--- config.mk ---
export PLATFORM = sky130hd
export DESIGN_NAME = product_accumulator_flat
export DESIGN_NICKNAME = d
export VERILOG_FILES = /design/src/rtl/product_acc_pkg.sv /design/src/rtl/product_acc_if.sv /design/src/rtl/product_accumulator_batch_counter.sv /design/src/rtl/product_accumulator.sv /design/src/flat_wrapper.sv
export SDC_FILE = /design/constraint.sdc
export NUM_CORES = 1
export LEC_CHECK = 0
export CAP_MARGIN = 20
export CORE_MARGIN = 4
export CORE_UTILIZATION = 46
export DETAILED_ROUTE_END_ITERATION = 8
export PLACE_DENSITY_LB_ADDON = 0.25
export SLEW_MARGIN = 20
export SYNTH_ARGS = -nofsm -noshare
export SYNTH_HDL_FRONTEND = slang
export SYNTH_HIERARCHICAL = 1
export SYNTH_SLANG_ARGS = --single-unit
--- constraint.sdc ---
create_clock -name clk -period 2.2 [get_ports clk]
set_input_delay 0.66 -clock clk [delete_from_list [all_inputs] [get_ports clk]]
set_output_delay 0.66 -clock clk [all_outputs]
set_load 0.02 [all_outputs]
--- src/rtl/product_acc_pkg.sv ---
// product_accumulator shared types and constants.
// Optional build macro ACC_SATURATE_EN selects saturating accumulation.
package product_acc_pkg;

  typedef enum logic {
    ACCUM = 1'b0,
    DONE  = 1'b1
  } acc_state_t;

  localparam int PROD_W   = 4;
  localparam int PROD_MAX = 9;

  // Counter must hold COUNT itself after the last accept.
  function automatic int cnt_w(input int count);
    return $clog2(count + 1);
  endfunction

endpackage

--- src/rtl/product_acc_if.sv ---
// Product-in / sum-out valid/ready bundle for product_accumulator.
// master drives products and takes sums; slave is the accumulator.
interface product_acc_if #(
  parameter int ACC_W = 8
);
  import product_acc_pkg::*;

  logic [PROD_W-1:0] prod;
  logic              prod_valid;
  logic              prod_ready;
  logic [ACC_W-1:0]  sum;
  logic              sum_valid;
  logic              sum_ready;
  logic              ovf;

  modport master (
    output prod,
    output prod_valid,
    input  prod_ready,
    input  sum,
    input  sum_valid,
    output sum_ready,
    input  ovf
  );

  modport slave (
    input  prod,
    input  prod_valid,
    output prod_ready,
    output sum,
    output sum_valid,
    input  sum_ready,
    output ovf
  );

endinterface

--- src/rtl/product_accumulator_batch_counter.sv ---
// Per-batch accept counter; flags the final product of a batch.
// Cleared on reset, abort and when the finished sum is drained.
module batch_counter
  import product_acc_pkg::*;
#(
  parameter int COUNT = 4
) (
  input  logic clk,
  input  logic rst,
  input  logic i_clr,
  input  logic i_inc,
  input  logic i_drain,
  output logic o_last
);

  localparam int CNT_W = cnt_w(COUNT);

  logic [CNT_W-1:0] r_cnt;

  always_ff @(posedge clk) begin
    if (rst || i_clr || i_drain) begin
      r_cnt <= '0;
    end else if (i_inc) begin
      r_cnt <= r_cnt + CNT_W'(1);
    end
  end

  assign o_last = (r_cnt == CNT_W'(COUNT - 1));

endmodule

--- src/rtl/product_accumulator.sv ---
// Sums COUNT multiplier products per batch, presents sum + overflow flag.
// Build macro ACC_SATURATE_EN: clamp on overflow instead of wrapping.
module product_accumulator
  import product_acc_pkg::*;
#(
  parameter int ACC_W = 8,
  parameter int COUNT = 4
) (
  input  logic          clk,
  input  logic          rst,
  input  logic          clr,
  product_acc_if.slave  bus
);

  acc_state_t       r_state;
  logic [ACC_W-1:0] r_acc;
  logic             r_ovf;

  logic             w_prod_ready;
  logic             w_accept;
  logic             w_drain;
  logic             w_last;
  logic [ACC_W:0]   w_add;
  logic             w_carry;
  logic [ACC_W-1:0] w_next;

  // Ready is pure state decode; clr/rst gate it so aborts drop nothing.
  assign w_prod_ready = (r_state == ACCUM) & ~clr & ~rst;
  assign w_accept     = bus.prod_valid & w_prod_ready;
  assign w_drain      = (r_state == DONE) & bus.sum_ready;

  assign w_add   = {1'b0, r_acc} + (ACC_W + 1)'(bus.prod);
  assign w_carry = w_add[ACC_W];

`ifdef ACC_SATURATE_EN
  assign w_next = w_carry ? '1 : w_add[ACC_W-1:0];
`else
  assign w_next = w_add[ACC_W-1:0];
`endif

  batch_counter #(
    .COUNT (COUNT)
  ) u_cnt (
    .clk     (clk),
    .rst     (rst),
    .i_clr   (clr),
    .i_inc   (w_accept),
    .i_drain (w_drain),
    .o_last  (w_last)
  );

  always_ff @(posedge clk) begin
    if (rst || clr) begin
      r_state <= ACCUM;
      r_acc   <= '0;
      r_ovf   <= 1'b0;
    end else begin
      unique case (r_state)
        ACCUM: begin
          if (w_accept) begin
            r_acc <= w_next;
            r_ovf <= r_ovf | w_carry;
            if (w_last) begin
              r_state <= DONE;
            end
          end
        end
        DONE: begin
          if (bus.sum_ready) begin
            r_state <= ACCUM;
            r_acc   <= '0;
            r_ovf   <= 1'b0;
          end
        end
        default: r_state <= ACCUM;
      endcase
    end
  end

  assign bus.prod_ready = w_prod_ready;
  assign bus.sum_valid  = (r_state == DONE);
  assign bus.sum        = r_acc;
  assign bus.ovf        = r_ovf;

endmodule

--- src/flat_wrapper.sv ---
// flat-port wrapper written by rule: the top's interface ports become plain ports
module product_accumulator_flat import product_acc_pkg::*;
#(
  parameter int ACC_W = 8,
  parameter int COUNT = 4
)
  (clk, rst, clr, bus_prod, bus_prod_valid, bus_prod_ready, bus_sum, bus_sum_valid, bus_sum_ready, bus_ovf);
  product_acc_if #(.ACC_W(ACC_W)) bus_i ();
  input  logic clk;
  input  logic rst;
  input  logic clr;
  input wire logic [$bits(bus_i.prod)-1:0] bus_prod;
  input wire logic [$bits(bus_i.prod_valid)-1:0] bus_prod_valid;
  output wire logic [$bits(bus_i.prod_ready)-1:0] bus_prod_ready;
  output wire logic [$bits(bus_i.sum)-1:0] bus_sum;
  output wire logic [$bits(bus_i.sum_valid)-1:0] bus_sum_valid;
  input wire logic [$bits(bus_i.sum_ready)-1:0] bus_sum_ready;
  output wire logic [$bits(bus_i.ovf)-1:0] bus_ovf;
  assign bus_i.prod = bus_prod;
  assign bus_i.prod_valid = bus_prod_valid;
  assign bus_prod_ready = bus_i.prod_ready;
  assign bus_sum = bus_i.sum;
  assign bus_sum_valid = bus_i.sum_valid;
  assign bus_i.sum_ready = bus_sum_ready;
  assign bus_ovf = bus_i.ovf;
  product_accumulator #(.ACC_W(ACC_W), .COUNT(COUNT)) u_core (.clk(clk), .rst(rst), .clr(clr), .bus(bus_i));
endmodule
==> summary.md, run 1 <==
| Metric | Value |
|---|---|
| Number of standard cells in the layout, taps in and fillers out | 131 |
| Number of instances on the worst hold path | 2 |
| Ant diodes | 0 |
| Final Routed Wirelength | 1578 um |
| Register area share after synthesis | 35.19% |
| Fraction of synthesized area in multiplexers | 4.230% |
| Count of endpoints failing hold in the final timing report | 0 |
| Post-Synthesis Net Count | 97 |
| Critical path's most frequent cell | a21oi_1 |
| Synth warnings | 6 |
| Routed wire per std cell | 12.05 um |
| Main combinational cell family by area after synthesis | compound AO/OA/AOI/OAI gates |
| Width of the die | 48.10 um |
| # nets final | 132 |
| Max Clock Freq | 478.7 MHz |
| Total power density per cell area | 428.4 nW/um2 |
| H-tree Lvls | 1 |
| Clock insertion delay at the later pin of the skew report | 0.27 ns |
| Synth-to-Final Area Change | 43.99% |
| Worst Path Required | 2.41 ns |
| 1st-iter DRT viols | 7 |
| Pwr Total | 456.2 uW |
| GPL Wtd Cong | 0.7572 |
| Clock edge transition at the registers on the reported setup and hold paths | 0.08 ns |
| Clock root buffer | clkbuf_4 |
| Fraction of synthesized cell area in xor and xnor cells | 2.369% |
| TritonCTS clock tree | built |
| Reported leakage power | 0.0004318 uW |
| Die Area | 2313 um2 |
| Post-synthesis simple-gate area fraction | 18.10% |
| Maximum number of pins on one net before global-route repair | 9 |
| Endpoint kind of the worst setup timing path | register |
| Final setup viols | 0 |
| Transition time of the tightest slew-check pin | 0.2724 ns |
| Clock period minus worst slack | 2.089 ns |
| Core occupancy in the finished layout | 70.68% |
| Initial cell density of the core | 49.09% |
| Synthesized flop and latch total | 13 |
| Crit-path leading delay family | buffers and inverters |
| Total Routing Usage GR | 16.18% |
| Initial antenna violation count | 0 |
| Number of search-and-repair iterations in the first detailed-routing pass | 4 |
| Status | finished clean |
| Post-DRT Antenna Nets | 0 |
| Placed Cells incl. Taps | 127 |
| Library cell contributing the largest single delay on the critical path | clkdlybuf4s50_1 |
| Number of vias per cell | 5.275 |
| Global-route wire length before repair | 2553 um |
| Share of cells above drive strength 1 | 23.48% |
| Peak VDD IR | 0.3255 mV |
| Number of unique standard cell types used by synthesis | 30 |
| Largest area contributor in the synthesized netlist | dfxtp_1 |
| Top fanout value on the critical path | 5 |
| Buffers plus inverters on the worst setup path | 2 |
| Fraction of the mapped netlist area in adder cells | 12.86% |
| Overflow left after global routing | 0 |
| Slowest Stage Delay on Critical Path | 0.48 ns |
| Worst-case reg-to-reg path depth | 5 |
| Average size of a mapped cell | 9.129 um2 |
| Data arrival time of the critical path | 2.30 ns |
| Max-cap check violation count | 0 |
| Number of global-route vias before repair | 678 |
| CP startpoint kind | input pin |
| Maximum count of clock buffers along a single path | 2 |
| Number of logic stages on the critical path including buffering | 8 |
| Chip Height | 48.10 um |
| Synthesized netlist cell count | 81 |
| Area share of the leading cell type in the synthesized netlist | 35.19% |
| Worst min-delay path category | reg2reg |
| Setup repair after global routing missed its margin | false |
| Setup skew after layout | 0.004454 ns |
| Chain of cells forming the critical path | clkdlybuf4s50_1 > ha_2 > fa_2 > a21o_1 > a21oi_1 > buf_4 > or3_1 > a21oi_1 |
| Standard cell core area | 1506 um2 |
| Number of max-slew violations in the final report | 0 |
| Count of input and output buffers | 19 |
| I/O pin count | 20 |
| Vias after detailed routing | 691 |
| Total clock buffers created by CTS | 3 |
| Combined area of all synthesized cells | 739.5 um2 |
| Count of unresolved DRC violations after routing | 0 |
| Compound-cell area share of the yosys netlist | 23.01% |
| Worst Setup Path Type | in2reg |
| Worst-case register-to-register setup slack | 0.52 ns |
| Number of sinks on the clock net | 13 |
| Dpl hpwl | 1252 um |
| Row count | 14 |
| Post-CTS Setup Inserts | 0 |
| Synth area leaders | dfxtp_1, ha_1, a21oi_1 |
| Layout fillers | 121 |
| Worst relative slew slack | 81.73% |
| Share of the clock period used by the worst path | 94.95% |
==> through the flow <==
stage               setup WS, ns  setup TNS [ns]  area, um2  hold slack, ns
floorplan                 0.1757               0      739.5          0.4646
global placement         -0.5253          -3.083       1032          0.4419
detailed placement       -0.5281          -3.360       1032          0.4560
CTS                      0.03088               0       1060          0.4749
global route             0.02622               0       1065          0.4903
finish                    0.1110               0       1065          0.4662
==> registers in the layout, indices dropped and copies added, names as in the netlist <==
signal and cells:
u_core/bus.ovf 1, u_core/bus.sum 8, u_core/u_cnt/r_cnt 3, u_core/bus.sum_valid 1
==> layout make-up <==
type / count / area (um2) / area share (%)
Multi-Input combinational cell: 63 / 459.2 / 43.13
Sequential cell: 13 / 260.3 / 24.44
Clock buffer: 4 / 26.28 / 2.468
Inverter: 3 / 16.27 / 1.528
Timing Repair Buffer: 32 / 282.8 / 26.56
Tap cell: 16 / 20.02 / 1.880
==> power breakdown <==
part	total, uW	switching (uW)	internal [uW]	leakage [uW]
clock	144	74.0	70.2	0.0000150
sequential	240	2.17	238	0.000105
combinational	72.1	32.0	40.1	0.000312
total	456	108	348	0.000432
==> Yosys cell counts <==
cell type  instances
dfxtp_1           13
nand2_1            9
a21oi_1            7
ha_1               6
nor2_1             6
nand3_1            5
o21ai_0            5
a211oi_1           3
nand2b_1           3
a21o_1             2
inv_1              2
mux2i_1            2
a211oi_2           1
a21boi_1           1
a31o_2             1
buf_6              1
clkbuf_1           1
clkinv_4           1
fa_1               1
mux2_2             1
o211ai_1           1
o211ai_4           1
o21bai_1           1
o31ai_1            1
or2_2              1
or3_1              1
or3_4              1
or4b_1             1
xnor2_1            1
xor2_1             1
==> routing by layer <==
layer / share of wire, % / track usage, % / up-vias
li1: - / - / 361
met1: 42 / 18.57 / 313
met2: 51 / 26.65 / 15
met3: 6.2 / 4.059 / 2
met4: 0.63 / 10.22 / 0
met5: 0 / 0 / -
==> what timing repair did <==
item                                    4_1_cts  5_1_grt
hold buffers                                  0        0
endpoints found under the setup margin        3        3
pin swaps                                     1        0
gates resized for setup                       9        2
==> worst register-to-register path: cells and delay by family, from the launching register on <==
| family | cells | cell delay (ns) |
|---|---|---|
| and+or+nand+nor | 2 | 0.95 |
| DFF | 1 | 0.37 |
| AOI/OAI and AO/OA | 2 | 0.21 |
| buffers and inverters | 1 | 0.08 |
==> cells in the final DEF, fill, tap and decap left out, types with 3 or more instances in the layout <==
cell type,n
nand2_1,9
clkbuf_4,3
nand2b_1,3
nor2_1,6
a211oi_1,3
nand3_1,5
buf_4,14
clkdlybuf4s50_1,16
dfxtp_1,13
ha_1,5
a21oi_1,7
o21ai_0,5
==> final timing paths <==
path                         from           endpoint
max                   bus_prod[0]  u_core/bus.sum[6]
min                u_core/bus.ovf     u_core/bus.ovf
max reg2reg  u_core/bus.sum_valid  u_core/bus.sum[6]
min reg2reg        u_core/bus.ovf     u_core/bus.ovf
==> kinds of logic (layout without fill, tap and decap cells) <==
group                    count (synthesis)  count (layout)
AO/OA/AOI/OAI                           24              24
XOR/XNOR                                 2               2
adder cells (fa/ha/maj)                  7               7
buffers and inverters                    5              39
flip-flops                              13              13
multiplexers                             3               3
AND/OR/NAND/NOR                         27              27
Power figures use the tool's default switching activity.
==> run 2: changes to the inputs <==
ABC_AREA = 1   (was not set)
CORE_MARGIN = 2   (was 4)
==> run 2 against run 1 <==
  * Area after synthesis up 4.4%
  * Register-to-register slack better by 0.13 ns
  * Largest power group unchanged
  * Via count up 9.1%
  * Worst setup slack better by 0.069 ns
==> summary.md, run 2 <==
| Metric | Value |
|---|---|
| Count of input and output buffers | 19 (unchanged) |
| Largest area contributor in the synthesized netlist | dfxtp_1 |
| Max-cap check violation count | 0 (unchanged) |
| Routed wire per std cell | 9.604 um (-20%) |
| Dpl hpwl | 1168 um (-6.7%) |
| Number of search-and-repair iterations in the first detailed-routing pass | 4 (unchanged) |
| Number of global-route vias before repair | 695 (+2.5%) |
| Share of the clock period used by the worst path | 91.80% (-3.1 points) |
| Max Clock Freq | 495.1 MHz (+3.4%) |
| Setup repair after global routing missed its margin | false |
| Post-DRT Antenna Nets | 0 (unchanged) |
| Number of sinks on the clock net | 13 (unchanged) |
| Final Routed Wirelength | 1479 um (-6.3%) |
| Reported leakage power | 0.0004853 uW (+12%) |
| Net switching component of the power | 105.7 uW (-2.2%) |
| Design internal power | 334.1 uW (-4.0%) |
| Setup skew after layout | 0.005748 ns (+0.001294 ns) |
| Synthesized flop and latch total | 13 (unchanged) |
| Synth warnings | 6 (unchanged) |
| Clock network power share | 33.5% (+1.9 points) |
| Core occupancy in the finished layout | 67.05% (-3.6 points) |
| Area share of the leading cell type in the synthesized netlist | 33.71% (-1.5 points) |
| Number of enable flip-flop cells after synthesis | 0 (unchanged) |
| Global-route wire length before repair | 2553 um (unchanged) |
| Chain of cells forming the critical path | clkdlybuf4s50_1 > ha_1 > fa_1 > nand3_1 > nand2_1 > nand2_1 > o21ai_0 > a21oi_1 |
| Synth async-reset ratio | 0% (unchanged) |
| Peak VDD IR | 0.3845 mV (+18%) |
| GPL Wtd Cong | 0.7834 (+3.5%) |
| Overflow left after global routing | 0 (unchanged) |
| Number of vias per cell | 4.896 (-7.2%) |
| Net switching fraction of the power | 24.03% (+0.34 points) |
| Maximum count of clock buffers along a single path | 2 (unchanged) |
| Row count | 14 (unchanged) |
| Initial antenna violation count | 0 (unchanged) |
| Power share of the combinational group | 12.4% (-3.4 points) |
| Number of unique standard cell types used by synthesis | 17 (-43%) |
| Worst Path Required | 2.40 ns (about the same) |
| Chip Height | 44.97 um (-6.5%) |
| Maximum number of pins on one net before global-route repair | 10 (+1) |
| Initial cell density of the core | 50.08% (+0.99 points) |
| Combined area of all synthesized cells | 772.0 um2 (+4.4%) |
| Dominant synthesized flop cell | dfxtp_1 |
| Count of unresolved DRC violations after routing | 0 (unchanged) |
| Commonest cells in the synthesized netlist | nand2_1, inv_1, dfxtp_1 |
| Slowest Stage Delay on Critical Path | 0.42 ns (-0.06 ns) |
| Average size of a mapped cell | 6.893 um2 (-24%) |
| Pwr Total | 439.8 uW (-3.6%) |
| Transition time of the tightest slew-check pin | 0.2757 ns (+0.003352 ns) |
| CP startpoint kind | input pin |
| Number of max-slew violations in the final report | 0 (unchanged) |
| Most frequent cell after synthesis | nand2_1 |
| 1st-iter DRT viols | 8 (+1) |
| Critical path's most frequent cell | nand2_1 |
| Most common cell after layout, fill and taps aside | nand2_1 |
| Synth-to-Final Area Change | 33.87% |
| Top fanout value on the critical path | 3 (-2) |
| Worst min-delay path category | reg2reg |
| Endpoint kind of the worst setup timing path | register |
| Flip-flop count of the largest register after layout | 8 (unchanged) |
| TritonCTS clock tree | built |
| Share of cells above drive strength 1 | 10.14% (-13 points) |
| Standard cell core area | 1541 um2 (+2.3%) |
| H-tree Lvls | 1 (unchanged) |
| Post-Synthesis Net Count | 128 (+32%) |
| Die Area | 2022 um2 (-13%) |
| # nets final | 155 (+17%) |
| Total clock buffers created by CTS | 3 (unchanged) |
| Clock edge transition at the registers on the reported setup and hold paths | 0.07 ns (about the same) |
| Worst Setup Path Type | in2reg |
| Worst relative slew slack | 81.60% (-0.13 points) |
| Library cell contributing the largest single delay on the critical path | fa_1 |
| Status | finished clean |
| Final setup viols | 0 (unchanged) |
| Worst-case register-to-register setup slack | 0.65 ns (+0.13 ns) |
| Total Routing Usage GR | 17.40% (+1.2 points) |
| Data arrival time of the critical path | 2.22 ns (-0.08 ns) |
| Clock insertion delay at the later pin of the skew report | 0.28 ns (about the same) |
| Register area share after synthesis | 33.71% (-1.5 points) |
| Vias after detailed routing | 754 (+9.1%) |
| Width of the die | 44.97 um (-6.5%) |
| Total power density per cell area | 425.5 nW/um2 (-0.68%) |
| Clock period minus worst slack | 2.020 ns (-0.06930 ns) |
| Count of endpoints failing hold in the final timing report | 0 (unchanged) |
| Synth area leaders | dfxtp_1, nand2_1, inv_1 |
| I/O pin count | 20 (unchanged) |
| Sequential group share of total power | 54.1% (+1.5 points) |
| Synthesized netlist cell count | 112 (+38%) |
| Most frequent cells in the layout | nand2_1, inv_1, clkdlybuf4s50_1 |
| Clock root buffer | clkbuf_4 |
| Ant diodes | 0 (unchanged) |
[run 2: changes by cell type in the layout (fill, tap and decap cells not counted), sizes merged, moves of 3 or more]
cell / before / now
nand3: 5 / 8
buf: 14 / 4
nand2b: 3 / 0
nand2: 9 / 37
inv: 2 / 22
a21oi: 7 / 13
a211oi: 4 / 0
o21ai: 5 / 2
[run 2: per-layer routing]
layer | global-route usage (%) | vias up | share of wire, % | wire length, um
met5 | 0 | - | 0 | 0
met2 | 27.43 | 17 | 47 | 690
li1 | - | 398 | - | -
met4 | 14.71 | 0 | 3.0 | 44
met1 | 20.65 | 333 | 46 | 680
met3 | 2.400 | 6 | 4.3 | 63
[run 2: kinds of logic after synthesis]
kind of cell	Yosys count	synth area share, %
AND/OR/NAND/NOR	54	31.93
buffers and inverters	22	10.70
AO/OA/AOI/OAI	15	10.21
flip-flops	13	33.71
adder cells (fa/ha/maj)	7	12.32
XOR/XNOR	1	1.135
[run 2: critical path: cells and delay by family]
kind,cells,cell delay (ns)
compound gates,2,0.19
fa+ha+maj,2,0.65
buf+inv,1,0.40
simple gates,3,0.32
[run 2: final cells by class]
type | instances | area (um2)
Multi-Input combinational cell | 77 | 429.2
Inverter | 22 | 82.58
Timing Repair Buffer | 22 | 215.2
Sequential cell | 13 | 260.3
Fill cell | 145 | 508.0
Tap cell | 16 | 20.02
Clock buffer | 4 | 26.28
[run 2: final timing paths]
path	endpoint	start	depth (start not counted)
worst max-delay path	u_core/bus.sum[4]	bus_prod[0]	8
worst min-delay path	u_core/bus.ovf	u_core/bus.ovf	2
worst max register to register	u_core/bus.sum[4]	u_core/bus.sum[0]	7
worst min register to register	u_core/bus.ovf	u_core/bus.ovf	2
[run 2: power groups by stage]
stage          Combinational (uW)  Sequential [uW]  Clock (uW)
5_1_grt                      60.9              238         163
4_1_cts                      55.3              238         151
6_report                     54.6              238         147
2_1_floorplan                25.1              245           0
3_5_place_dp                 55.3              244           0
3_3_place_gp                 54.3              243           0
[run 2: per-stage QoR]
stage / setup TNS, ns / hold WS (ns) / instances / cell area [um2] / setup WS (ns)
2_1_floorplan: 0 / 0.4390 / 112 / 772.0 / 0.3942
3_5_place_dp: -0.6386 / 0.4436 / 150 / 1005 / -0.4520
3_3_place_gp: -0.5092 / 0.4449 / 150 / 1005 / -0.4418
4_1_cts: 0 / 0.4578 / 154 / 1028 / 0.007773
5_1_grt: 0 / 0.4838 / 154 / 1033 / 0.08140
6_report: 0 / 0.4531 / 154 / 1033 / 0.1803
[run 2: repair_timing]
| item | in CTS | in global routing |
|---|---|---|
| pin swaps | 0 | 0 |
| gates resized for setup | 5 | 2 |
| endpoints found under the setup margin | 1 | 1 |
| buffers inserted | 0 | 0 |
| hold buffers | 0 | 0 |
| hold endpoints to repair | 0 | 0 |
==> run 3: changes to the inputs <==
PLACE_DENSITY = 0.76   (was not set)
PLACE_DENSITY_LB_ADDON = not set   (was 0.25)
clock period = 1.9 ns   (was 2.2 ns; I/O delays follow)
==> run 3 against run 2 <==
  * Via count rose by 0.66%
  * Largest power group unchanged
  * First-iteration DRC count rose by 25%
  * Highest routed layer unchanged
  * Sequential share of layout area fell by 0.48 points
  * Sequential power rose by 16%
  * Clock power rose by 14%
  * Clock-buffer cell count did not move
  * Combinational power rose by 19%
  * Worst setup slack got worse by 0.11 ns
  * Critical path depth fell by 7
  * Utilization rose by 1.3 points
==> summary.md, run 3 (synthesized netlist as in run 2, its figures left out) <==
| Metric | Value |
|---|---|
| Status | finished clean |
| Crit-path leading delay family | buffers and inverters |
| Worst min-delay path startpoint | u_core/bus.ovf |
| Peak VDD IR | 0.3989 mV (+3.8%) |
| Launch point of the worst path | u_core/bus.sum[7] |
| Count of input and output buffers | 19 (unchanged) |
| Most common cell after layout, fill and taps aside | nand2_1 |
| Number of max-slew violations in the final report | 0 (unchanged) |
| Clock root buffer | clkbuf_4 |
| Transition time of the tightest slew-check pin | 0.2804 ns (+0.004642 ns) |
| Worst-case reg-to-reg path depth | 7 (unchanged) |
| Initial antenna violation count | 0 (unchanged) |
| Number of logic stages on the critical path including buffering | 1 (-7) |
| Worst Path Required | 1.33 ns (-1.07 ns) |
| Power share of the combinational group | 12.8% (+0.4 points) |
| Setup skew after layout | 0.001605 ns (-0.004143 ns) |
| Top fanout value on the critical path | 4 (+1) |
| Worst relative slew slack | 81.29% (-0.31 points) |
| Number of vias per cell | 4.897 (about the same) |
| Width of the die | 44.97 um (unchanged) |
| Clock insertion delay at the later pin of the skew report | 0.26 ns (-0.02 ns) |
| Routed wire per std cell | 9.606 um (about the same) |
| Final Routed Wirelength | 1489 um (+0.68%) |
| Count of unresolved DRC violations after routing | 0 (unchanged) |
| Total clock buffers created by CTS | 3 (unchanged) |
| Endpoint kind of the worst setup timing path | output port |
| H-tree Lvls | 1 (unchanged) |
| Resize count post-CTS | 8 (+3) |
| Number of search-and-repair iterations in the first detailed-routing pass | 4 (unchanged) |
| Initial cell density of the core | 50.08% (unchanged) |
| Post-DRT Antenna Nets | 0 (unchanged) |
| Flip-flop count of the largest register after layout | 8 (unchanged) |
| Max-cap check violation count | 0 (unchanged) |
| Number of global-route vias before repair | 662 (-4.7%) |
| Total power density per cell area | 481.8 nW/um2 (+13%) |
| Max Clock Freq | 547.8 MHz |
| Data arrival time of the critical path | 1.26 ns (-0.96 ns) |
| # nets final | 156 (+0.65%) |
| Net switching component of the power | 120.2 uW (+14%) |
| TritonCTS clock tree | built |
| Clock network power share | 33.0% (-0.5 points) |
| Most frequent cells in the layout | nand2_1, inv_1, dfxtp_1 |
| Worst Setup Path Type | reg2out |
| Library cell contributing the largest single delay on the critical path | clkdlybuf4s50_1 |
| Placed Cells incl. Taps | 151 (+0.67%) |
| Number of sinks on the clock net | 13 (unchanged) |
| Launching point of the worst reg2reg path | u_core/bus.sum[0] |
| GPL Wtd Cong | 0.8293 (+5.9%) |
| Core occupancy in the finished layout | 68.34% (+1.3 points) |
| Number of standard cells in the layout, taps in and fillers out | 155 (+0.65%) |
| Setup WS post-layout | 0.07451 ns (-0.1058 ns) |
| Buffers plus inverters on the worst setup path | 1 (unchanged) |
| Vias after detailed routing | 759 (+0.66%) |
| Share of the clock period used by the worst path | 96.08% |
| Design internal power | 387.4 uW (+16%) |
| Post-CTS Setup Inserts | 0 (unchanged) |
| Worst min-delay path category | reg2reg |
| Net switching fraction of the power | 23.67% (-0.36 points) |
| Placement Setup Slack | -0.5731 ns (-0.1211 ns) |
| Setup repair after global routing missed its margin | false |
| Share of cells above drive strength 1 | 13.67% (+3.5 points) |
| 1st-iter DRT viols | 10 (+2) |
| Synth-to-Final Area Change | 36.47% |
| Clock period minus worst slack | 1.825 ns |
| Standard cell core area | 1541 um2 (unchanged) |
| Ant diodes | 0 (unchanged) |
| Chain of cells forming the critical path | clkdlybuf4s50_1 |
| Maximum count of clock buffers along a single path | 2 (unchanged) |
| Dpl hpwl | 1203 um (+3.0%) |
| Chip Height | 44.97 um (unchanged) |
| Reported leakage power | 0.0005446 uW (+12%) |
| Total Routing Usage GR | 16.23% (-1.2 points) |
| Count of endpoints failing hold in the final timing report | 0 (unchanged) |
| Number of instances on the worst hold path | 2 (unchanged) |
| Row count | 14 (unchanged) |
| Sequential group share of total power | 54.3% (+0.2 points) |
| Maximum number of pins on one net before global-route repair | 10 (unchanged) |
| Final setup viols | 0 (unchanged) |
| Overflow left after global routing | 0 (unchanged) |
| Global-route wire length before repair | 2497 um (-2.2%) |
| Clock edge transition at the registers on the reported setup and hold paths | 0.08 ns (about the same) |
| Number of buffers added to fix hold violations after cts | 0 (unchanged) |
| CP startpoint kind | register |
| Die Area | 2022 um2 (unchanged) |
| I/O pin count | 20 (unchanged) |
| Slowest Stage Delay on Critical Path | 0.62 ns (+0.20 ns) |
run 3: path summary, 6_finish.rpt:
kind	to	slack (ns)
worst max-delay path	bus_sum[7]	0.07
worst min-delay path	u_core/bus.ovf	0.46
worst max register to register	u_core/bus.sum[4]	0.49
worst min register to register	u_core/bus.ovf	0.46
run 3: tightest hold or removal path, cell delays in order (launching register included):
cell and delay, ns:
dfxtp_1 0.32, inv_1 0.05, a21oi_1 0.05
run 3: final cells by class:
cell class	count	area, um2
well taps	16	20.02
flip-flops and latches	13	260.3
repair buffers	23	225.2
fillers	133	488.0
inverters	22	82.58
multi-input cells	77	439.2
clock buffers	4	26.28
run 3: per-stage QoR:
stage | cell area, um2 | hold slack [ns] | power (uW) | setup TNS (ns)
after floorplan | 772.0 | 0.4390 | 312.3 | 0
after global placement | 1012 | 0.4426 | 346.5 | -1.600
after detailed placement | 1012 | 0.4471 | 347.6 | -1.893
after CTS | 1036 | 0.4636 | 512.0 | 0
after global routing | 1054 | 0.4973 | 532.4 | 0
final | 1054 | 0.4587 | 507.6 | 0
run 3: layer usage:
layer,share of wire (%),vias to the layer above,GRT usage [%]
met4,0.87,0,5.882
met5,0,-,0
met3,5.7,2,2.800
met2,46,14,27.43
li1,-,406,-
met1,47,337,20.60
run 3: power groups by stage:
stage / sequential, uW / clock, uW / combinational, uW
2_1_floorplan: 283 / 0 / 29.0
3_3_place_gp: 282 / 0 / 64.7
3_5_place_dp: 282 / 0 / 65.7
4_1_cts: 275 / 172 / 64.5
5_1_grt: 276 / 184 / 72.1
6_report: 275 / 167 / 64.8
